==> config.mk <==
export PLATFORM = sky130hd
export DESIGN_NAME = nn_weight_loader
export DESIGN_NICKNAME = d
export VERILOG_FILES = /design/src/rtl/nn_weight_loader.sv
export SDC_FILE = /design/constraint.sdc
export NUM_CORES = 1
export LEC_CHECK = 0
export BUFFER_PORTS_ARGS = -buffer_cell sky130_fd_sc_hd__buf_2
export CORE_ASPECT_RATIO = 1.4
export CORE_MARGIN = 5
export CORE_UTILIZATION = 50
export DETAILED_ROUTE_END_ITERATION = 10
export GPL_ROUTABILITY_DRIVEN = 1
export PLACE_DENSITY = 0.8
export SYNTH_ARGS = -nofsm -noshare
export SYNTH_HDL_FRONTEND = slang
export SYNTH_SLANG_ARGS = --single-unit
==> constraint.sdc <==
create_clock -name s_axi_aclk -period 2.53 [get_ports s_axi_aclk]
set_input_delay 0.1265 -clock s_axi_aclk [delete_from_list [all_inputs] [get_ports s_axi_aclk]]
set_output_delay 0.1265 -clock s_axi_aclk [all_outputs]
set_load 0.03 [all_outputs]
==> src/rtl/nn_weight_loader.sv <==
// nn_weight_loader
// Streams the network weight/bias image from a flat word stream onto the
// shared layer configuration bus. For each layer L = 1..NL and each neuron
// n = 0..NN_L-1, the stream carries NW_L weight words followed by one bias
// word. Every accepted word is presented one cycle later as a single-cycle
// weightValid/biasValid strobe, tagged with its layer/neuron.
//
// Ports:
//   s_axi_aclk, s_axi_aresetn : clock, asynchronous active-low reset
//   start, abort              : one-cycle control pulses
//   cfg_in_data/valid/ready   : input word stream (valid/ready handshake)
//   config_layer_num          : target layer (1-based) of the last strobe
//   config_neuron_num         : target neuron (0-based) of the last strobe
//   weightValue/weightValid   : weight word and its strobe
//   biasValue/biasValid       : bias word and its strobe
//   busy, done, aborted       : load in progress, completion pulse, sticky cancel
module nn_weight_loader #(
  parameter int NL  = 4,
  parameter int NN1 = 30,
  parameter int NW1 = 784,
  parameter int NN2 = 30,
  parameter int NW2 = 30,
  parameter int NN3 = 10,
  parameter int NW3 = 30,
  parameter int NN4 = 10,
  parameter int NW4 = 10,
  parameter int DW  = 32
) (
  input  logic          s_axi_aclk,
  input  logic          s_axi_aresetn,
  input  logic          start,
  input  logic          abort,
  input  logic [DW-1:0] cfg_in_data,
  input  logic          cfg_in_valid,
  output logic          cfg_in_ready,
  output logic [31:0]   config_layer_num,
  output logic [31:0]   config_neuron_num,
  output logic [DW-1:0] weightValue,
  output logic          weightValid,
  output logic [DW-1:0] biasValue,
  output logic          biasValid,
  output logic          busy,
  output logic          done,
  output logic          aborted
);

  function automatic int max4(input int a, input int b, input int c, input int d);
    int m;
    m = a;
    if (b > m) m = b;
    if (c > m) m = c;
    if (d > m) m = d;
    return m;
  endfunction

  localparam int MAXNW = max4(NW1, NW2, NW3, NW4);
  localparam int MAXNN = max4(NN1, NN2, NN3, NN4);
  localparam int WCW   = $clog2(MAXNW) + 1;
  localparam int NCW   = $clog2(MAXNN) + 1;

  typedef enum logic [1:0] {IDLE, WEIGHT, BIAS, DONE} state_t;

  state_t           state;
  logic [2:0]       layer_cnt;
  logic [NCW-1:0]   neuron_cnt;
  logic [WCW-1:0]   word_cnt;

  // Index of the last weight word of a neuron in the given layer.
  function automatic logic [WCW-1:0] nw_last(input logic [2:0] l);
    case (l)
      3'd1:    nw_last = WCW'(NW1 - 1);
      3'd2:    nw_last = WCW'(NW2 - 1);
      3'd3:    nw_last = WCW'(NW3 - 1);
      default: nw_last = WCW'(NW4 - 1);
    endcase
  endfunction

  // Index of the last neuron in the given layer.
  function automatic logic [NCW-1:0] nn_last(input logic [2:0] l);
    case (l)
      3'd1:    nn_last = NCW'(NN1 - 1);
      3'd2:    nn_last = NCW'(NN2 - 1);
      3'd3:    nn_last = NCW'(NN3 - 1);
      default: nn_last = NCW'(NN4 - 1);
    endcase
  endfunction

  logic accept;
  assign accept = cfg_in_valid && cfg_in_ready;

  always_ff @(posedge s_axi_aclk or negedge s_axi_aresetn) begin
    if (!s_axi_aresetn) begin
      state             <= IDLE;
      layer_cnt         <= '0;
      neuron_cnt        <= '0;
      word_cnt          <= '0;
      cfg_in_ready      <= 1'b0;
      config_layer_num  <= '0;
      config_neuron_num <= '0;
      weightValue       <= '0;
      weightValid       <= 1'b0;
      biasValue         <= '0;
      biasValid         <= 1'b0;
      busy              <= 1'b0;
      done              <= 1'b0;
      aborted           <= 1'b0;
    end else begin
      // Strobes and the completion pulse last a single cycle.
      weightValid <= 1'b0;
      biasValid   <= 1'b0;
      done        <= 1'b0;

      case (state)
        IDLE: begin
          // abort beats a simultaneous start.
          if (start && !abort) begin
            state        <= WEIGHT;
            layer_cnt    <= 3'd1;
            neuron_cnt   <= '0;
            word_cnt     <= '0;
            aborted      <= 1'b0;
            cfg_in_ready <= 1'b1;
            busy         <= 1'b1;
          end
        end

        WEIGHT, BIAS: begin
          if (abort) begin
            // A word handshaken in the abort cycle is dropped.
            state        <= IDLE;
            aborted      <= 1'b1;
            cfg_in_ready <= 1'b0;
            busy         <= 1'b0;
          end else if (accept) begin
            config_layer_num  <= 32'(layer_cnt);
            config_neuron_num <= 32'(neuron_cnt);
            if (state == WEIGHT) begin
              weightValid <= 1'b1;
              weightValue <= cfg_in_data;
              if (word_cnt == nw_last(layer_cnt)) begin
                word_cnt <= '0;
                state    <= BIAS;
              end else begin
                word_cnt <= word_cnt + WCW'(1);
              end
            end else begin
              biasValid <= 1'b1;
              biasValue <= cfg_in_data;
              if (neuron_cnt < nn_last(layer_cnt)) begin
                neuron_cnt <= neuron_cnt + NCW'(1);
                state      <= WEIGHT;
              end else if (layer_cnt < 3'(NL)) begin
                layer_cnt  <= layer_cnt + 3'd1;
                neuron_cnt <= '0;
                state      <= WEIGHT;
              end else begin
                // Final bias: done rises together with its strobe.
                state        <= DONE;
                done         <= 1'b1;
                cfg_in_ready <= 1'b0;
              end
            end
          end
        end

        default: begin
          state <= IDLE;
          busy  <= 1'b0;
        end
      endcase
    end
  end

endmodule

# Yosys cells after proc, flatten, opt, wreduce, memory -nomap -nowiden
# Index checks and enable logic that the tools add are counted.
word_totals:
  reg_bits: 101
  output_inout_bits: 134
op_classes:
  n_addsub: 3
  n_lt_le_gt_ge: 2
  n_eq_ne: 20
  muxes: 64
  n_bitwise: 2
  n_reduce_logical: 18
op_table:
  columns: ["operator", "count"]
  rows:
  - ["two-way mux 11 bit", 9]
  - ["two-way mux 6 bit", 10]
  - ["two-way mux 1 bit", 23]
  - ["case mux 11 bit (2 select lines)", 1]
  - ["case mux 10 bit (2 select lines)", 1]
  - ["two-way mux 3 bit", 6]
  - ["!= test 2 bit, second input constant", 8]
  - ["!= test 3 bit, second input constant", 5]
  - ["two-way mux 2 bit", 7]
  - ["case mux 6 bit (2 select lines)", 1]
  - ["AND reduction 6 bit", 2]
  - ["adder 11 x 1 -> 11 bit, second input constant", 1]
  - ["equality test 11 bit", 1]
  - ["AND reduction 3 bit", 3]
  - ["AND reduction 4 bit", 2]
  - ["AND reduction 7 bit", 1]
  - ["adder 6 x 1 -> 6 bit, second input constant", 1]
  - ["equality test 3 x 2 -> 1 bit, second input constant", 2]
  - ["less-than comparator 6 bit", 1]
  - ["case mux 1 bit (2 select lines)", 3]
  - ["case mux 3 bit (2 select lines)", 1]
  - ["OR reduction 2 bit", 3]
  - ["two-way mux 5 bit", 1]
  - ["AND reduction 5 bit", 1]
  - ["13 further kinds", 15]

# Longest topological paths before layout
# Gate-level depths: netlist of run 1.
logic_depth:
  word_depth: 13
  mapped_depth: 9
  mapped_depth_nobuf: 7

# Worst setup path after synthesis of run 1
# OpenSTA, ideal clock, no wires.
synth_timing:
  path_type: "register to register"
  startpoint: "register layer_cnt[1]"
  endpoint: "register state[0]"
  setup_ps: 125
  t_arrival_ps: 2191
  slack_ps: 214
  path_stages_with_launch: 8
  period_less_slack_ps: 2316
  cell_sequence: "dfrtp_1 inv_1 ha_1 nor2b_1 mux2_2 a2111o_1 a31o_2 mux2_4"
synth_between:
  elab_chain_cells: 13
  elab_cells_between_ends: 24
  classes_between: "order compare: 1; eq/ne: 5; mux: 15; reduce/logical: 3"
synth_lines:
  columns: ["item", "line", "text"]
  rows:
  - ["start: declaration", "64", "logic [2:0] layer_cnt;"]
  - ["start signal: assignment", "153", "layer_cnt <= layer_cnt + 3'd1;"]
  - ["equality test 3 x 2 -> 1 bit or equality test 3 x 1 -> 1 bit (tied branches)", "70, 80", null]
  - ["OR reduction 2 bit (no source line)", null, null]
  - ["two-way mux 5 bit", "80", "case (l)"]
  - ["two-way mux 6 bit", "137", "if (state == WEIGHT) begin"]
  - ["two-way mux 6 bit", "134", "end else if (accept) begin"]
  - ["two-way mux 6 bit", "128", "if (abort) begin"]
  - ["two-way mux 6 bit", "113", "case (state)"]
  - ["less-than comparator 6 bit", "149", "if (neuron_cnt < nn_last(layer_cnt)) begin"]
  - ["two-way mux 2 bit", "149", null]
  - ["two-way mux 2 bit", "137", null]
  - ["two-way mux 2 bit", "134", null]
  - ["two-way mux 2 bit", "128", null]
  - ["case mux 2 bit (2 select lines)", "113", null]
  - ["end signal: assignment", "117", "state <= WEIGHT;"]
  - ["end signal: assignment", "130", "state <= IDLE;"]
  - ["end signal: assignment", "142", "state <= BIAS;"]
  - ["end: declaration", "63", "state_t state;"]
# Parallel ways exist; a longest one is shown, timed or not. The select of a mux whose other input is x is not followed.
# A chain may end at the register's enable or synchronous reset.

# Worst setup path after layout of run 1
layout_timing:
  startpoint: "register layer_cnt[1]"
  endpoint: "register state[1]"
# The elaborated chain is that of the path after synthesis.

==> out/qor.yml, run 1 <==
placement:
  place_congestion: 0.859
  dp_hpwl_um: 7810
  dp_cells: 665
  pre_cts_ws_ns: 0.232
  placed_cell_area_mm2: 0.00548
  io_buffers: 115
layout:
  final_cells: 682
  nets: 589
  drive_above_1_share_pct: 39.7
  fin_area_mm2: 0.00583
  mostFrequentLayoutCell: "buf_2"
  areaGrowthSynthToFinish_pct: 18.3
  fillers: 803
  diodes: 0
  layout_common_cells: "114 x buf_2, 101 x dfrtp_1, 70 x mux2_2"
clocking:
  clk_pin_slew_worst_paths_ns: 0.07
  clockBufferDepth: 2
  post_cts_resized: 0
  h-tree-depth: 3
  cts_tree: "yes"
  numCtsBuffers: 9
  clk_latency_ns: 0.34
  cts.sinks: 101
  cts_root_buf: "clkbuf_16"
floorplan:
  core-area_mm2: 0.00979
  core.rowCount: 43
  die_y_um: 127
  initial_core_util_pct: 50.3
  ios: 171
  die_w_um: 93.9
  die_area_mm2: 0.0120
power_and_ir_drop:
  p_per_area_mw_per_mm2: 1410
  power_frac_comb_pct: 48.0
  cell_internal_pwr_w: 0.00461
  power_switching_w: 0.00361
  vdd_drop_max_mv: 0.666
  clockPowerShare_pct: 18.3
  switching_share_pct: 43.9
  p_seq_share_pct: 33.7
  power_leakage_nw: 2.89
timing:
  clock.fmax_mhz: 432
  setup_viol: 0
  tightest_slew_ns: 0.758
  hold_viol_final: 0
  drv_slew: 0
  period_share_pct: 91.5
  fin_tns_setup_ns: 0
  skew_ns: 0.00592
  slew_headroom_pct: 49.5
  layout_setup_ws_ns: 0.215
  fin_crit_ns: 2.32
  grt_setup_unrepaired: "false"
yosys:
  synth_enable_flop_cells: 0
  yosys_register_bits: 101
  ys_seq_area_share_pct: 51.3
  synth_ff_type: "dfrtp_1"
  synth_top_family_by_area: "multiplexers"
  synth_xor_area_share_pct: 0.356
  yosys.area_share.simple_pct: 8.16
  synthAdderAreaFrac_pct: 2.54
  synth.area.mux_share_pct: 17.6
  yosys_warnings: 0
  synth_area_mm2: 0.00492
  avgSynthCellArea_um2: 11.6
  syn_inst: 424
  synth_compound_area_share_pct: 8.67
  synth-async-reset-ratio_pct: 100
  ys_types: 49
outcome:
  status: "finished, final reports clean"
critical_path:
  required_ns: 2.75
  reg2reg_from: "layer_cnt[1]"
  rr_endpoint: "state[1]"
  crit_arrival_ns: 2.54
  worstPathMaxFanout: 4
  rrSetupSlack_ns: 0.21
  end_kind: "flip-flop"
  reg2reg_depth: 7
  crit_path_start_kind: "flip-flop"
  worstSetupPathType: "reg2reg"
routing:
  drt_iter0_drc: 170
  routed_wl_um: 10500
  via_per_inst: 5.15
  via_count: 3512
  drtPass1Iterations: 4
  ant_nets: 0
  wl_per_cell_um: 15.4
  post-route-drc-count: 0
grt:
  grt_max_degree: 59
  grt_remaining_overflow: 0
  antenna_found_initial: 0
  grt_pass1_vias: 3500
  grt_pass1_wl_um: 17100
  track_usage_pct: 17.8
worst_hold_path:
  min-delay-start: "cfg_in_data[9]"
  min_to: "weightValue[9]"
  hp-class: "in2reg"
  hold_path_depth: 2
job:
  drv_cap: 0
[how the worst max path moves through the flow]
stage                      start           to  depth (start not counted)
CTS                 layer_cnt[1]     state[1]                          7
global route        layer_cnt[1]  word_cnt[9]                          8
detailed placement  layer_cnt[1]     state[0]                          7
floorplan           layer_cnt[1]     state[0]                          7
finish              layer_cnt[1]     state[1]                          7
global placement    layer_cnt[1]     state[1]                          7
[flip-flops by register name, indices dropped and copies added, names as in the netlist]
signal and flops:
weightValue 32, config_layer_num 3, busy 1, aborted 1
biasValid 1, config_neuron_num 6, state 2, layer_cnt 3
biasValue 32, weightValid 1, done 1, neuron_cnt 6
word_cnt 11, cfg_in_ready 1
[critical path, stage by stage (launching register included)]
cell      delay [ns]
dfrtp_1         0.38
inv_1           0.09
ha_1            0.22
nor2b_1         0.22
mux2_2          0.35
a2111o_1        0.36
a31o_2          0.28
mux2_4          0.30
[cells by family after synthesis]
logic type	count (synthesis)
AO/OA/AOI/OAI	64
XOR/XNOR	2
adder cells (fa/ha/maj)	10
buffers and inverters	89
flip-flops	101
multiplexers	77
other	1
AND/OR/NAND/NOR	80
[per-stage QoR]
step,power (W),utilization [%],hold WS (ns)
2_1_floorplan,0.00562,-,-0.169
3_3_place_gp,0.00658,56.0,0.222
3_5_place_dp,0.00675,56.0,0.244
4_1_cts,0.00828,59.5,0.0198
5_1_grt,0.00871,59.5,0.0208
6_report,0.00822,59.5,0.0290
[cell usage after synthesis, types with 4 or more instances]
cell type | number | area (um^2)
a21oi_1 | 13 | 65.1
a22o_1 | 4 | 35.0
a31oi_1 | 6 | 37.5
and3_1 | 5 | 31.3
buf_2 | 7 | 35.0
buf_4 | 56 | 420
clkbuf_1 | 9 | 33.8
dfrtp_1 | 101 | 2530
ha_1 | 10 | 125
inv_1 | 15 | 56.3
mux2_2 | 70 | 788
mux2i_1 | 5 | 50.1
nand2_1 | 31 | 116
nand3_1 | 9 | 45.0
nor2_1 | 11 | 41.3
o21ai_0 | 15 | 75.1
o31ai_1 | 5 | 37.5
[power groups by stage]
| stage | Sequential, W | Clock [W] | Combinational, W |
|---|---|---|---|
| floorplan | 0.00392 | 0 | 0.00171 |
| global placement | 0.00275 | 0 | 0.00382 |
| detailed placement | 0.00280 | 0 | 0.00395 |
| CTS | 0.00277 | 0.00155 | 0.00397 |
| global route | 0.00287 | 0.00163 | 0.00422 |
| finish | 0.00277 | 0.00150 | 0.00394 |
[timing repair]
action | in CTS | in global routing
hold endpoints to repair | 57 | 0
buffers inserted | 0 | 0
setup endpoints to repair | 0 | 0
hold buffers | 1 | 0
[routing by layer]
metal	track usage [%]	vias to the layer above	wire length, um
met5	0	-	0
met4	6.89	0	205
met3	3.71	16	849
met2	31.2	161	5350
met1	21.4	1719	4130
li1	-	1616	-
[area by class of cell]
type                            count  area [um^2]  share of cell area (%)
Inverter                           15         56.3                   0.966
Sequential cell                   101         2530                    43.4
Timing Repair Buffer              127          696                    11.9
Clock buffer                       10          239                    4.10
Clock inverter                      6         93.8                    1.61
Multi-Input combinational cell    288         2050                    35.1
Tap cell                          135          169                    2.90
No activity file was read; power rests on OpenSTA's default activity.
==> run 2: changes to the inputs <==
Settings changed: ABC_AREA set to 1.
==> run 2 against run 1 <==
  * Maximum frequency is 12% higher
  * Setup slack better by 0.24 ns
  * Non-clock buffer count is 6 lower
  * Power is 9.6% lower
  * Wire length is 2.8% higher
  * Clock power is 15% lower
  * Via count is 11% higher
  * Largest cell class unchanged
  * Largest power group unchanged
  * Highest routed layer unchanged
==> out/qor.yml, run 2 <==
outcome:
  status: "finished, final reports clean"
power_and_ir_drop:
  power_switching_w: 0.00351
  p_total_w: 0.00743
  p_seq_share_pct: 35.4
  power_frac_comb_pct: 47.4
  power_leakage_nw: 3.22
  vdd_drop_max_mv: 0.635
  clockPowerShare_pct: 17.2
  switching_share_pct: 47.3
  cell_internal_pwr_w: 0.00392
  p_per_area_mw_per_mm2: 1290
routing:
  drt_iter0_drc: 267
  via_per_inst: 4.72
  routed_wl_um: 10800
  post-route-drc-count: 0
  via_count: 3915
  wl_per_cell_um: 13.1
  drtPass1Iterations: 4
  ant_nets: 0
layout:
  mostFrequentLayoutCell: "nand2_1"
  diodes: 0
  nets: 737
  areaGrowthSynthToFinish_pct: 15.6
  top_regs: "biasValue x32, weightValue x32, word_cnt x11"
  fin_area_mm2: 0.00575
  fillers: 887
  layout_common_cells: "150 x nand2_1, 114 x buf_2, 101 x dfrtp_1"
  drive_above_1_share_pct: 24.7
placement:
  placed_cell_area_mm2: 0.00547
  io_buffers: 115
  pre_cts_ws_ns: 0.469
  place_congestion: 0.866
  dp_hpwl_um: 8100
timing:
  tightest_slew_ns: 0.577
  period_share_pct: 81.9
  fin_hold_ws_ns: 0.0443
  clock.fmax_mhz: 482
  slew_headroom_pct: 61.6
  fin_tns_setup_ns: 0
  fin_crit_ns: 2.07
  skew_ns: 0.00663
  layout_setup_ws_ns: 0.457
  grt_setup_unrepaired: "false"
  hold_viol_final: 0
  setup_viol: 0
  drv_slew: 0
critical_path:
  end_kind: "flip-flop"
  reg2reg_from: "state[0]"
  rrSetupSlack_ns: 0.46
  worstPathMaxFanout: 13
  required_ns: 2.80
  worstSetupPathType: "reg2reg"
  path_common_cell: "nand2_1"
  crit_path_end: "word_cnt[9]"
  crit_path_start: "state[0]"
  critPathMaxStageDelay_ns: 0.41
  cp_cell_sequence: "inv_1 > ha_1 > buf_4 > nand2_1 > nand2_1 > nor2_1 > nand2_1 > nor2_1 > nand3_1 > nand2_1 > nand2_1 > nor2_1"
  reg2reg_depth: 12
  cpMaxStageDelayCell: "dfrtp_1"
  crit_path_start_kind: "flip-flop"
  rr_endpoint: "word_cnt[9]"
  crit_arrival_ns: 2.34
floorplan:
  die_area_mm2: 0.0121
  ios: 171
  die_w_um: 94.3
  initial_core_util_pct: 50.5
  core-area_mm2: 0.00985
  core.rowCount: 43
  die_y_um: 128
job:
  drv_cap: 0
yosys:
  synth-async-reset-ratio_pct: 100
  ys_seq_area_share_pct: 50.8
  synth_commonest_cells: "151 x nand2_1, 101 x dfrtp_1, 64 x inv_1, 57 x o21ai_0, 55 x buf_4"
  yosys_register_bits: 101
  yosysTopAreaCell: "dfrtp_1"
  synth_area_leaders: "dfrtp_1 51%, nand2_1 11%, buf_4 8.3%"
  yosys_warnings: 0
  yosysMostFrequentCell: "nand2_1"
  synth_enable_flop_cells: 0
  synth_ff_type: "dfrtp_1"
  synth_top_area_share_pct: 50.8
  ys_types: 27
  syn_inst: 576
  avgSynthCellArea_um2: 8.64
  synth_area_mm2: 0.00497
grt:
  grt_pass1_wl_um: 17200
  track_usage_pct: 17.8
  antenna_found_initial: 0
  grt_pass1_vias: 3694
  grt_remaining_overflow: 0
  grt_max_degree: 75
worst_hold_path:
  hp-class: "in2reg"
clocking:
  cts_tree: "yes"
  h-tree-depth: 3
  clockBufferDepth: 2
  cts_setup_buffers: 0
  clk_pin_slew_worst_paths_ns: 0.07
  clk_latency_ns: 0.34
  cts.sinks: 101
  cts_root_buf: "clkbuf_16"
  numCtsBuffers: 9
run 2: layout make-up:
type	count	area [um^2]	share of cell area, %
tap	135	169	2.94
clock buffer	11	243	4.22
clock inverter	5	35.0	0.609
timing repair buffer	121	651	11.3
sequential	101	2530	43.9
multi-input combinational	387	1870	32.4
inverter	70	263	4.57
run 2: per-layer routing:
layer | wire length (um) | GRT usage (%)
met4 | 104 | 5.10
met1 | 4470 | 22.4
met3 | 692 | 3.23
met2 | 5560 | 31.2
met5 | 0 | 0
run 2: what timing repair did:
item,4_1_cts,5_1_grt
hold endpoints to repair,27,0
hold buffers,1,0
gates resized for setup,0,0
run 2: how the worst min path moves through the flow:
stage / startpoint / to / slack, ns / cells past startpoint
after detailed placement: s_axi_aresetn / biasValue[13] / 0.07 / 1
after CTS: cfg_in_data[28] / biasValue[28] / 0.04 / 3
after global routing: cfg_in_data[28] / biasValue[28] / 0.04 / 3
after global placement: s_axi_aresetn / biasValue[12] / 0.06 / 1
after floorplan: s_axi_aresetn / aborted / -0.17 / 0
final: cfg_in_data[13] / biasValue[13] / 0.04 / 3
run 2: worst max-delay path, delay by kind of cell, from the launching register on:
kind,cells,cell delay [ns]
flip-flops,1,0.41
AND/OR/NAND/NOR,9,0.98
adder cells (fa/ha/maj),1,0.32
buffers and inverters,2,0.29
run 2: kinds of logic after synthesis:
family | after synthesis | share of synthesized area [%]
and+or+nand+nor | 221 | 18.3
buffers and inverters | 142 | 15.8
DFF | 101 | 50.8
AOI/OAI and AO/OA | 96 | 11.6
adders and majority gates | 10 | 2.52
xor gates and xnor gates | 5 | 0.880
other | 1 | 0.0754
run 2: metrics by stage:
step / instances / util (%)
after detailed placement: 813 / 55.5
after floorplan: 630 / -
final: 830 / 58.4
after global routing: 830 / 58.4
after CTS: 830 / 58.4
after global placement: 813 / 55.5
run 2: power groups by stage:
| stage | Sequential, W | Clock [W] | Combinational [W] |
|---|---|---|---|
| 2_1_floorplan | 0.00368 | 0 | 0.00151 |
| 3_3_place_gp | 0.00263 | 0 | 0.00343 |
| 3_5_place_dp | 0.00265 | 0 | 0.00353 |
| 4_1_cts | 0.00263 | 0.00130 | 0.00355 |
| 5_1_grt | 0.00270 | 0.00138 | 0.00384 |
| 6_report | 0.00263 | 0.00128 | 0.00352 |
